===== src/rtl/truth_table_sweeper.sv =====
// Exhaustive stimulus generator and checker for a small combinational DUT.
// Walks every input vector in binary or Gray order and counts response mismatches.
module truth_table_sweeper #(
    parameter int N_IN     = 4,
    parameter int HOLD     = 2,
    parameter int CHECK_OP = 0
) (
    input  logic            clk,
    input  logic            rst,
    input  logic            start,
    input  logic            mode,
    input  logic            dutOut,
    output logic [N_IN-1:0] dutIn,
    output logic            busy,
    output logic            done,
    output logic [N_IN:0]   errCount,
    output logic            errFlag,
    output logic [N_IN-1:0] firstErrVec
);

    typedef enum logic [1:0] {
        IDLE,
        DRIVE,
        DONE
    } state_t;

    state_t            state_q, state_d;
    logic [N_IN-1:0]   index_q, index_d;
    logic [7:0]        hold_q, hold_d;
    logic              mode_q, mode_d;
    logic [N_IN-1:0]   dutIn_q, dutIn_d;
    logic [N_IN:0]     errCount_q, errCount_d;
    logic [N_IN-1:0]   firstErr_q, firstErr_d;

    logic              expected;
    logic              lastHold;
    logic              lastIndex;
    logic [N_IN-1:0]   nextIndex;
    logic [N_IN-1:0]   nextVec;

    // Unsupported operator codes fall back to AND-reduce.
    always_comb begin
        case (CHECK_OP)
            1:       expected = |dutIn_q;
            2:       expected = ^dutIn_q;
            default: expected = &dutIn_q;
        endcase
    end

    assign lastHold  = (hold_q == 8'(HOLD - 1));
    assign lastIndex = (index_q == {N_IN{1'b1}});
    assign nextIndex = index_q + 1'b1;
    assign nextVec   = mode_q ? (nextIndex ^ (nextIndex >> 1)) : nextIndex;

    always_comb begin
        state_d    = state_q;
        index_d    = index_q;
        hold_d     = hold_q;
        mode_d     = mode_q;
        dutIn_d    = dutIn_q;
        errCount_d = errCount_q;
        firstErr_d = firstErr_q;
        case (state_q)
            IDLE: begin
                if (start) begin
                    state_d    = DRIVE;
                    index_d    = '0;
                    hold_d     = '0;
                    mode_d     = mode;
                    dutIn_d    = '0;
                    errCount_d = '0;
                    firstErr_d = '0;
                end
            end
            DRIVE: begin
                if (lastHold) begin
                    // errCount tops out at 2^N_IN, which its N_IN+1 bits always hold.
                    if (dutOut != expected) begin
                        errCount_d = errCount_q + 1'b1;
                        if (errCount_q == '0) begin
                            firstErr_d = dutIn_q;
                        end
                    end
                    hold_d = '0;
                    if (lastIndex) begin
                        state_d = DONE;
                        index_d = '0;
                        dutIn_d = '0;
                    end else begin
                        index_d = nextIndex;
                        dutIn_d = nextVec;
                    end
                end else begin
                    hold_d = hold_q + 8'd1;
                end
            end
            DONE: begin
                state_d = IDLE;
            end
            default: begin
                state_d = IDLE;
            end
        endcase
    end

    always_ff @(posedge clk) begin
        if (rst) begin
            state_q    <= IDLE;
            index_q    <= '0;
            hold_q     <= '0;
            mode_q     <= 1'b0;
            dutIn_q    <= '0;
            errCount_q <= '0;
            firstErr_q <= '0;
        end else begin
            state_q    <= state_d;
            index_q    <= index_d;
            hold_q     <= hold_d;
            mode_q     <= mode_d;
            dutIn_q    <= dutIn_d;
            errCount_q <= errCount_d;
            firstErr_q <= firstErr_d;
        end
    end

    assign dutIn       = dutIn_q;
    assign busy        = (state_q == DRIVE);
    assign done        = (state_q == DONE);
    assign errCount    = errCount_q;
    assign errFlag     = |errCount_q;
    assign firstErrVec = firstErr_q;

endmodule


===== config.mk =====
export PLATFORM = sky130hd
export DESIGN_NAME = truth_table_sweeper
export DESIGN_NICKNAME = d
export VERILOG_FILES = /design/src/rtl/truth_table_sweeper.sv
export SDC_FILE = /design/constraint.sdc
export NUM_CORES = 1
export LEC_CHECK = 0
export ABC_AREA = 1
export CORE_MARGIN = 5
export CORE_UTILIZATION = 30
export DETAILED_ROUTE_END_ITERATION = 8
export GPL_ROUTABILITY_DRIVEN = 0
export SLEW_MARGIN = 10
export SYNTH_ARGS = -nofsm -noshare
export SYNTH_HDL_FRONTEND = slang
export SYNTH_SLANG_ARGS = --single-unit
export TNS_END_PERCENT = 10

===== constraint.sdc =====
create_clock -name clk -period 1.9 [get_ports clk]
set_input_delay 0.285 -clock clk [delete_from_list [all_inputs] [get_ports clk]]
set_output_delay 0.285 -clock clk [all_outputs]
set_load 0.005 [all_outputs]

# After elaboration in Yosys (flattened, before gate mapping)
# Index checks and enable logic that the tools add are counted.
dict set report totals {
  register_bits 28
  input_bits 5
  output_inout_bits 16
  word_cells 55
}
dict set report op_classes {
  n_addsub 3
  eq_ne 10
  n_mux 23
  n_bitwise 1
  n_reduce_logical 11
}
# operator n
set op_table {}
lappend op_table {{4-bit 2-to-1 mux} 9}
lappend op_table {{4-bit one-hot mux with 2 select lines} 3}
lappend op_table {{8-bit 2-to-1 mux} 2}
lappend op_table {{8-bit one-hot mux with 2 select lines} 1}
lappend op_table {{5-bit 2-to-1 mux} 3}
lappend op_table {{5-bit one-hot mux with 2 select lines} 1}
lappend op_table {{8-bit by 1-bit adder with 8-bit output (second input constant)} 1}
lappend op_table {{8-bit by 1-bit == test with 1-bit output (second input constant)} 1}
lappend op_table {{2-bit by 1-bit inequality test with 1-bit output (second input constant)} 4}
lappend op_table {{4-bit AND reduction} 2}
lappend op_table {{2-bit 2-to-1 mux} 3}
lappend op_table {{3-bit AND reduction} 2}
lappend op_table {{5-bit by 1-bit adder with 5-bit output (second input constant)} 1}
lappend op_table {{5-bit logical NOT} 1}
lappend op_table {{5-bit AND reduction} 1}
lappend op_table {{5-bit OR reduction} 1}
lappend op_table {{4-bit by 1-bit adder with 4-bit output (second input constant)} 1}
lappend op_table {{4-bit == test (second input constant)} 1}
lappend op_table {{2-bit one-hot mux with 2 select lines} 1}
lappend op_table {{2-bit AND reduction} 2}
lappend op_table {{4-bit by 3-bit XOR with 4-bit output} 1}
lappend op_table {{2-bit by 1-bit == test with 1-bit output (second input constant)} 1}
lappend op_table {{2-bit == test (second input constant)} 1}
lappend op_table {{2-bit logical NOT} 1}
lappend op_table {{other kinds (3)} 3}

# Depth between registers and ports, before layout
# Gate-level depths: netlist of run 1.
dict set report logic_depth {
  word_depth 6
  mapped_depth 10
  mapped_depth_nobuf 10
}

# Worst setup path after synthesis of run 1
# OpenSTA, ideal clock, no wires.
dict set report synth_timing {
  kind {register -> register}
  start {reg hold_q[0]}
  end {reg dutIn_q[1], in the netlist dutIn[1]}
  setup_time_ns 0.118
  arrival_ns 1.182
  path_slack_ns 0.600
  path_stages_with_launch 9
  period_less_slack_ns 1.300
  cell_sequence {dfxtp_1 ha_1 nand2_2 o21ai_4 nand2_4 nand2_4 inv_2 nand2_1 o21ai_1}
}
dict set report synth_between {
  elab_chain_cells 3
}
# element line
set synth_lines {}
lappend synth_lines {{start, declared} 29} ;# logic [7:0] hold_q, hold_d;
lappend synth_lines {{start signal, assigned} 118} ;# hold_q <= hold_d;
lappend synth_lines {{8-bit by 1-bit == test with 1-bit output} 50} ;# assign lastHold = (hold_q == 8'(HOLD - 1));
lappend synth_lines {{2-bit by 1-bit inequality test with 1-bit output (no line)} --}
lappend synth_lines {{3-bit AND reduction (no line)} --}
lappend synth_lines {{end signal, assigned} 120} ;# dutIn_q <= dutIn_d;
lappend synth_lines {{end, declared} 31} ;# logic [N_IN-1:0] dutIn_q, dutIn_d;
# Every way passes these cells.
# A chain may end at the register's enable or synchronous reset.

# Final worst setup path of run 1
dict set report layout_timing {
  start {reg state_q[0]}
  end {out busy}
}
dict set report layout_between {
  elab_chain_cells 1
}
# element line
set layout_lines {}
lappend layout_lines {{start, declared} 27} ;# state_t state_q, state_d;
lappend layout_lines {{start signal, assigned} 116} ;# state_q <= state_d;
lappend layout_lines {{2-bit by 1-bit == test with 1-bit output} 127} ;# assign busy = (state_q == DRIVE);
lappend layout_lines {{end, declared} 14} ;# output logic busy,
# Every way passes these cells.

==> results of run 1 <==
==> cell type report <==
class | instances | area [sq um] | share of cell area [%]
multi-input combinational | 159 | 913 | 47.3
tap | 70 | 87.6 | 4.54
sequential | 27 | 546 | 28.3
clock buffer | 4 | 45.0 | 2.33
inverter | 26 | 105 | 5.45
timing repair buffer | 24 | 233 | 12.1
==> sequential cells by signal, summed over array words and instances (netlist names) <==
name / count
hold_q: 8
errCount: 5
firstErrVec: 4
index_q: 4
dutIn: 3
state_q: 2
mode_q: 1
==> synthesized netlist by cell type <==
cell type	instances	area [sq um]
nor2_4	2	22.5
nand2_4	4	45.0
nand3b_1	1	7.51
buf_6	1	11.3
o21ai_4	1	16.3
nand2_2	4	25.0
inv_1	20	75.1
o21ai_0	4	20.0
a21oi_1	12	60.1
nor2_2	4	25.0
o21ai_1	3	15.0
nor3_2	3	30.0
nor2_1	32	120
buf_2	2	10.0
nand2_8	1	20.0
dfxtp_1	27	541
o22ai_1	1	6.26
o31ai_1	1	7.51
inv_2	4	15.0
inv_4	1	6.26
nor2_8	1	20.0
nor3_1	1	5.00
inv_6	1	8.76
ha_1	5	62.6
xor2_1	6	52.6
nand4_1	4	25.0
nand3_1	16	80.1
nor3b_2	1	12.5
nand3_2	3	30.0
nand2_1	44	165
buf_4	1	7.51
a211oi_1	2	15.0
or2_1	1	6.26
o21bai_1	1	7.51
xnor2_1	1	8.76
==> cell usage in the layout (no fill, tap or decap), types with 4 or more instances in the layout <==
master,synthesis,final
nand2_1,44,44
nor2_1,32,31
dfxtp_1,27,25
inv_1,20,20
clkdlybuf4s50_1,0,19
nand3_1,16,16
a21oi_1,12,12
xor2_1,6,6
nor2_2,4,5
ha_1,5,5
inv_2,4,4
nand2_4,4,4
nand2_2,4,4
nand4_1,4,4
o21ai_0,4,4
buf_4,1,4
==> metrics by stage <==
step                util [%]  instances  hold WS, ns  power, W
global placement        36.7        306        0.464   0.00120
finish                  37.8        310        0.496   0.00152
detailed placement      36.7        306        0.478   0.00120
global route            37.8        310        0.520   0.00163
floorplan                  -        216        0.420   0.00103
CTS                     37.6        310        0.494   0.00154
==> path summary, 6_finish.rpt <==
path,endpoint,start,cells past startpoint
worst max-delay path,busy,state_q[0]$_SDFFE_PP0P_,3
worst min-delay path,dutIn[0]$_SDFFE_PP0P_,dutIn[0]$_SDFFE_PP0P_,2
worst max register to register,dutIn[1]$_SDFFE_PP0P_,hold_q[0]$_SDFFE_PP0P_,8
worst min register to register,dutIn[0]$_SDFFE_PP0P_,dutIn[0]$_SDFFE_PP0P_,2
==> timing repair <==
item                       4_1_cts  5_1_grt
setup buffers                    0        0
hold buffers                     0        0
setup endpoints to repair        1        1
resized for setup                1        4
==> per-layer routing <==
layer,vias up,routed length [microns],track usage [%]
li1,742,-,-
met1,637,1720,14.3
met2,14,1670,19.7
met3,5,85,1.41
met4,0,47,4.90
met5,-,0,0
==> report_power, final <==
part | switching (W) | total [W] | leakage, nW | internal [W]
clock network | 0.000179 | 0.000329 | 0.0228 | 0.000150
logic | 0.000303 | 0.000520 | 0.537 | 0.000217
registers | 0.0000495 | 0.000669 | 0.221 | 0.000620
==> cells by family (layout without fill, tap and decap cells) <==
family | after synthesis | count (layout)
DFF | 27 | 27
buffers and inverters | 30 | 54
and+or+nand+nor | 122 | 122
xor gates and xnor gates | 7 | 7
adders and majority gates | 5 | 5
AOI/OAI and AO/OA | 25 | 25
==> worst max-delay path, delay by kind of cell, from the launching register on <==
family,cells,cell delay [ns]
buffers and inverters,2,0.56
DFF,1,0.48
and+or+nand+nor,1,0.16
==> metrics.md, run 1 <==
| Metric | Value |
|---|---|
| Status | `finished clean` |
| CTS tree | `yes` |
| Skew final | `0.00250 ns` |
| Maximum clock frequency | `567 MHz` |
| Largest net degree at the start of global routing | `15` |
| Slew at the pin closest to its max-slew limit | `0.437 ns` |
| Number of global-route vias before repair | `1376` |
| Slew Viols, Final | `0` |
| Post-Syn Nets | `226` |
| Fraction of layout instances using a drive strength above 1 | `16.7%` |
| Flop-to-flop setup slack | `0.40 ns` |
| Syn avg cell area | `7.34 sq um` |
| DRC violations left | `0` |
| Setup_tns | `0 ns` |
| Starting Density | `31.0%` |
| HP Class | `flop to flop` |
| Htree depth | `1` |
| Max_cap viols | `0` |
| CP max-delay cell | `clkdlybuf4s50_1` |
| CP cell instances | `nand2_4 > inv_4 > clkdlybuf4s50_1` |
| Vias | `1398` |
| DRT iter0 DRCs | `67` |
| Total die area | `6840 sq um` |
| Hold Violations, Final | `0` |
| Unrepaired setup endpoints after global routing | `false` |
| CTS buffer count | `3` |
| Max clock buf depth | `2` |
| CTS root buf | `clkbuf_8` |
| Synth Area in XOR/XNOR | `3.87%` |
| Critical Path AT | `1.48 ns` |
| Sequential share of the synthesized area | `34.1%` |
| Post-Synth Adder-Cell Area | `3.95%` |
| Rows | `26` |
| Critical path required time | `1.62 ns` |
| Worst skew pair latency | `0.27 ns` |
| Crit. End Element | `output pin` |
| Fill count | `550` |
| Grt ovf | `0` |
| Synth Area in Compound Gates | `9.31%` |
| Port bufs | `20` |
| Max rail drop VDD | `0.270 mV` |
| Placed Area | `1870 sq um` |
| Worst Path Max Fanout | `9` |
| Antenna violations before repair | `0` |
| Vias per Instance | `4.51` |
| Power per cell area | `787 nW/um^2` |
| #FFs+latches synth | `27` |
| Clk slew on worst S/H paths | `0.09 ns` |
| Drt pass-1 iters | `4` |
| Global-route wire length before repair | `6050 microns` |
| All-Layer GR Usage | `11.5%` |
| Worst slack, placed | `0.279 ns` |
| YS warnings | `0` |
| Crit path largest cell delay | `0.49 ns` |
| Relative slew margins | `70.8%` |
| Final Cycle Share | `92.8%` |
| DPL Wire Length | `2770 microns` |
| Post-Route WL | `3520 microns` |
| Post-synthesis cell area | `1590 sq um` |
| Die X | `82.7 microns` |
| Largest family of logic cells by synthesized area | `simple AND/OR/NAND/NOR gates` |
| Simple-gate portion of the synthesized area | `40.3%` |
| Worst path setup slack after routing | `0.136 ns` |
| Leakage power total | `0.781 nW` |
| Final setup vio count | `0` |
| Nets@finish | `251` |
| DR WL/cell | `11.4 microns` |
| Area grow syn2layout | `21.7%` |
| Post-Synthesis Cells | `216` |
| Netlist cell types | `35` |
| Io pins | `21` |
| # diodes | `0` |
| Post-synthesis mux area share | `0%` |
| Type of origin of the critical path | `flop` |
| CTS Sinks | `27` |
| Core Region | `5110 sq um` |
| Tmin final | `1.76 ns` |
| Crit Path Class | `flop to output pin` |
| Fin area | `1930 sq um` |
| Post-route ant nets | `0` |
| Die Ht | `82.7 microns` |
Power figures use the tool's default switching activity.
==> run 2, diff against run 1 <==
--- a/config.mk
+++ b/config.mk
@@ -6,7 +6,7 @@
 export NUM_CORES = 1
 export LEC_CHECK = 0
 export ABC_AREA = 1
-export CORE_MARGIN = 5
+export CORE_MARGIN = 3
 export CORE_UTILIZATION = 30
 export DETAILED_ROUTE_END_ITERATION = 8
 export GPL_ROUTABILITY_DRIVEN = 0
==> run 2 against run 1 <==
- non-clock buffer count stayed put
- final cell count is 0.97% lower
- fmax is 0.38% higher
- power is 1.2% higher
- largest power group unchanged
- register-to-register slack better by 0.02 ns
- largest cell class unchanged
==> metrics.md, run 2 (synthesis gave the netlist of run 1 again) <==
| Metric | Value |
|---|---|
| Status | `finished clean` |
| Htree depth | `1` |
| DRC violations left | `0` |
| Most frequent cells in the layout | `nand2_1 (44), nor2_1 (31), dfxtp_1 (24)` |
| # diodes | `0` |
| Final setup vio count | `0` |
| Die X | `78.7 microns` |
| Io pins | `21` |
| Crit. End Element | `output pin` |
| DRT iter0 DRCs | `70` |
| CTS buffer count | `3` |
| Relative slew margins | `65.4%` |
| Fraction of layout instances using a drive strength above 1 | `17.5%` |
| Max rail drop VDD | `0.351 mV` |
| Clk slew on worst S/H paths | `0.10 ns` |
| Most flops, register | `hold_q` |
| Port bufs | `20` |
| Antenna violations before repair | `0` |
| Crit Path Class | `flop to output pin` |
| CTS Sinks | `27` |
| Maximum clock frequency | `569 MHz` |
| Max_cap viols | `0` |
| Type of origin of the critical path | `flop` |
| Final Cycle Share | `92.5%` |
| Hold Startpoint | `firstErrVec[2]$_SDFFE_PP0P_` |
| Slew at the pin closest to its max-slew limit | `0.518 ns` |
| WHS Path Cells | `2` |
| Final core utilization | `39.4%` |
| Worst Path Max Fanout | `11` |
| Drt pass-1 iters | `4` |
| DR WL/cell | `11.5 microns` |
| Critical path required time | `1.62 ns` |
| Post-route ant nets | `0` |
| Number of global-route vias before repair | `1376` |
| Area grow syn2layout | `21.9%` |
| Die Ht | `78.7 microns` |
| R2r endpoint | `dutIn[1]$_SDFFE_PP0P_` |
| Skew final | `0.0119 ns` |
| Max reg flops | `8` |
| DPL Wire Length | `2730 microns` |
| Rows | `25` |
| CTS root buf | `clkbuf_8` |
| Power per cell area | `795 nW/um^2` |
| Hold_buf cts | `0` |
| Worst skew pair latency | `0.28 ns` |
| Total die area | `6190 sq um` |
| HP Class | `flop to flop` |
| Unrepaired setup endpoints after global routing | `false` |
| Max clock buf depth | `2` |
| Starting Density | `32.3%` |
| Tmin final | `1.76 ns` |
| Largest net degree at the start of global routing | `17` |
| Hold Violations, Final | `0` |
| Core Region | `4910 sq um` |
| Fin area | `1930 sq um` |
| Global-route wire length before repair | `6180 microns` |
| Vias | `1404` |
| Vias per Instance | `4.57` |
| Worst R2R Path Depth | `8` |
| Setup_tns | `0 ns` |
| Most common cell after layout, fill and taps aside | `nand2_1` |
| All-Layer GR Usage | `12.4%` |
| Fill count | `518` |
| Grt ovf | `0` |
| Slew Viols, Final | `0` |
| Flop-to-flop setup slack | `0.42 ns` |
| CTS tree | `yes` |
| Worst r2r src | `hold_q[0]$_SDFFE_PP0P_` |
| Leakage power total | `0.780 nW` |
| Nets@finish | `251` |
| Hold Path Sink | `firstErrVec[2]$_SDFFE_PP0P_` |
| Placed Area | `1860 sq um` |
| Worst hold slack | `0.489 ns` |
| Critical Path AT | `1.47 ns` |
| Post-Route WL | `3530 microns` |
==> run 2: cell type report <==
cell class	count	area (sq um)	area share (%)
well taps	67	83.8	4.34
clock buffers	3	41.3	2.14
flip-flops and latches	27	549	28.4
repair buffers	24	233	12.0
inverters	26	105	5.44
multi-input cells	159	913	47.2
clock inverters	1	7.51	0.388
==> run 2: report_power, final <==
part | switching [W] | total (W) | internal, W
sequential | 0.0000472 | 0.000668 | 0.000621
combinational | 0.000309 | 0.000529 | 0.000221
clock | 0.000190 | 0.000339 | 0.000149
total | 0.000546 | 0.00154 | 0.000991
==> run 2: critical path, stage by stage (launching register included) <==
cell and delay (ns):
dfxtp_1 0.33, inv_2 0.14, nand2_4 0.07, inv_4 0.13, clkdlybuf4s50_1 0.52
==> run 2: worst max-delay path by stage <==
stage / slack [ns] / end / start / cells past startpoint
CTS: 0.007 / errFlag / errCount[1]$_SDFFE_PP0P_ / 6
detailed placement: 0.23 / errFlag / errCount[0]$_SDFFE_PP0P_ / 6
floorplan: 0.60 / dutIn[1]$_SDFFE_PP0P_ / hold_q[0]$_SDFFE_PP0P_ / 8
global route: 0.06 / busy / state_q[1]$_SDFFE_PP0P_ / 4
finish: 0.14 / busy / state_q[1]$_SDFFE_PP0P_ / 4
global placement: 0.26 / errFlag / errCount[0]$_SDFFE_PP0P_ / 6
==> run 2: repair_timing <==
| action | in CTS | in global routing |
|---|---|---|
| setup buffers | 1 | 0 |
| gates resized for setup | 4 | 3 |
| pin swaps | 0 | 0 |
| endpoints found under the setup margin | 1 | 2 |
==> run 2: per-stage QoR <==
stage                     cells  setup slack (ns)  total power, W
after floorplan             216             0.600         0.00103
after global placement      302             0.263         0.00120
after detailed placement    302             0.230         0.00120
after CTS                   307           0.00708         0.00156
after global routing        307            0.0551         0.00165
final                       307             0.143         0.00154
==> run 2: layer usage <==
layer	global-route usage (%)	vias to the layer above	wire length [microns]
met1	15.7	638	1690
met5	0	-	0
li1	-	734	-
met2	21.0	26	1660
met4	4.90	0	82
met3	2.15	6	99
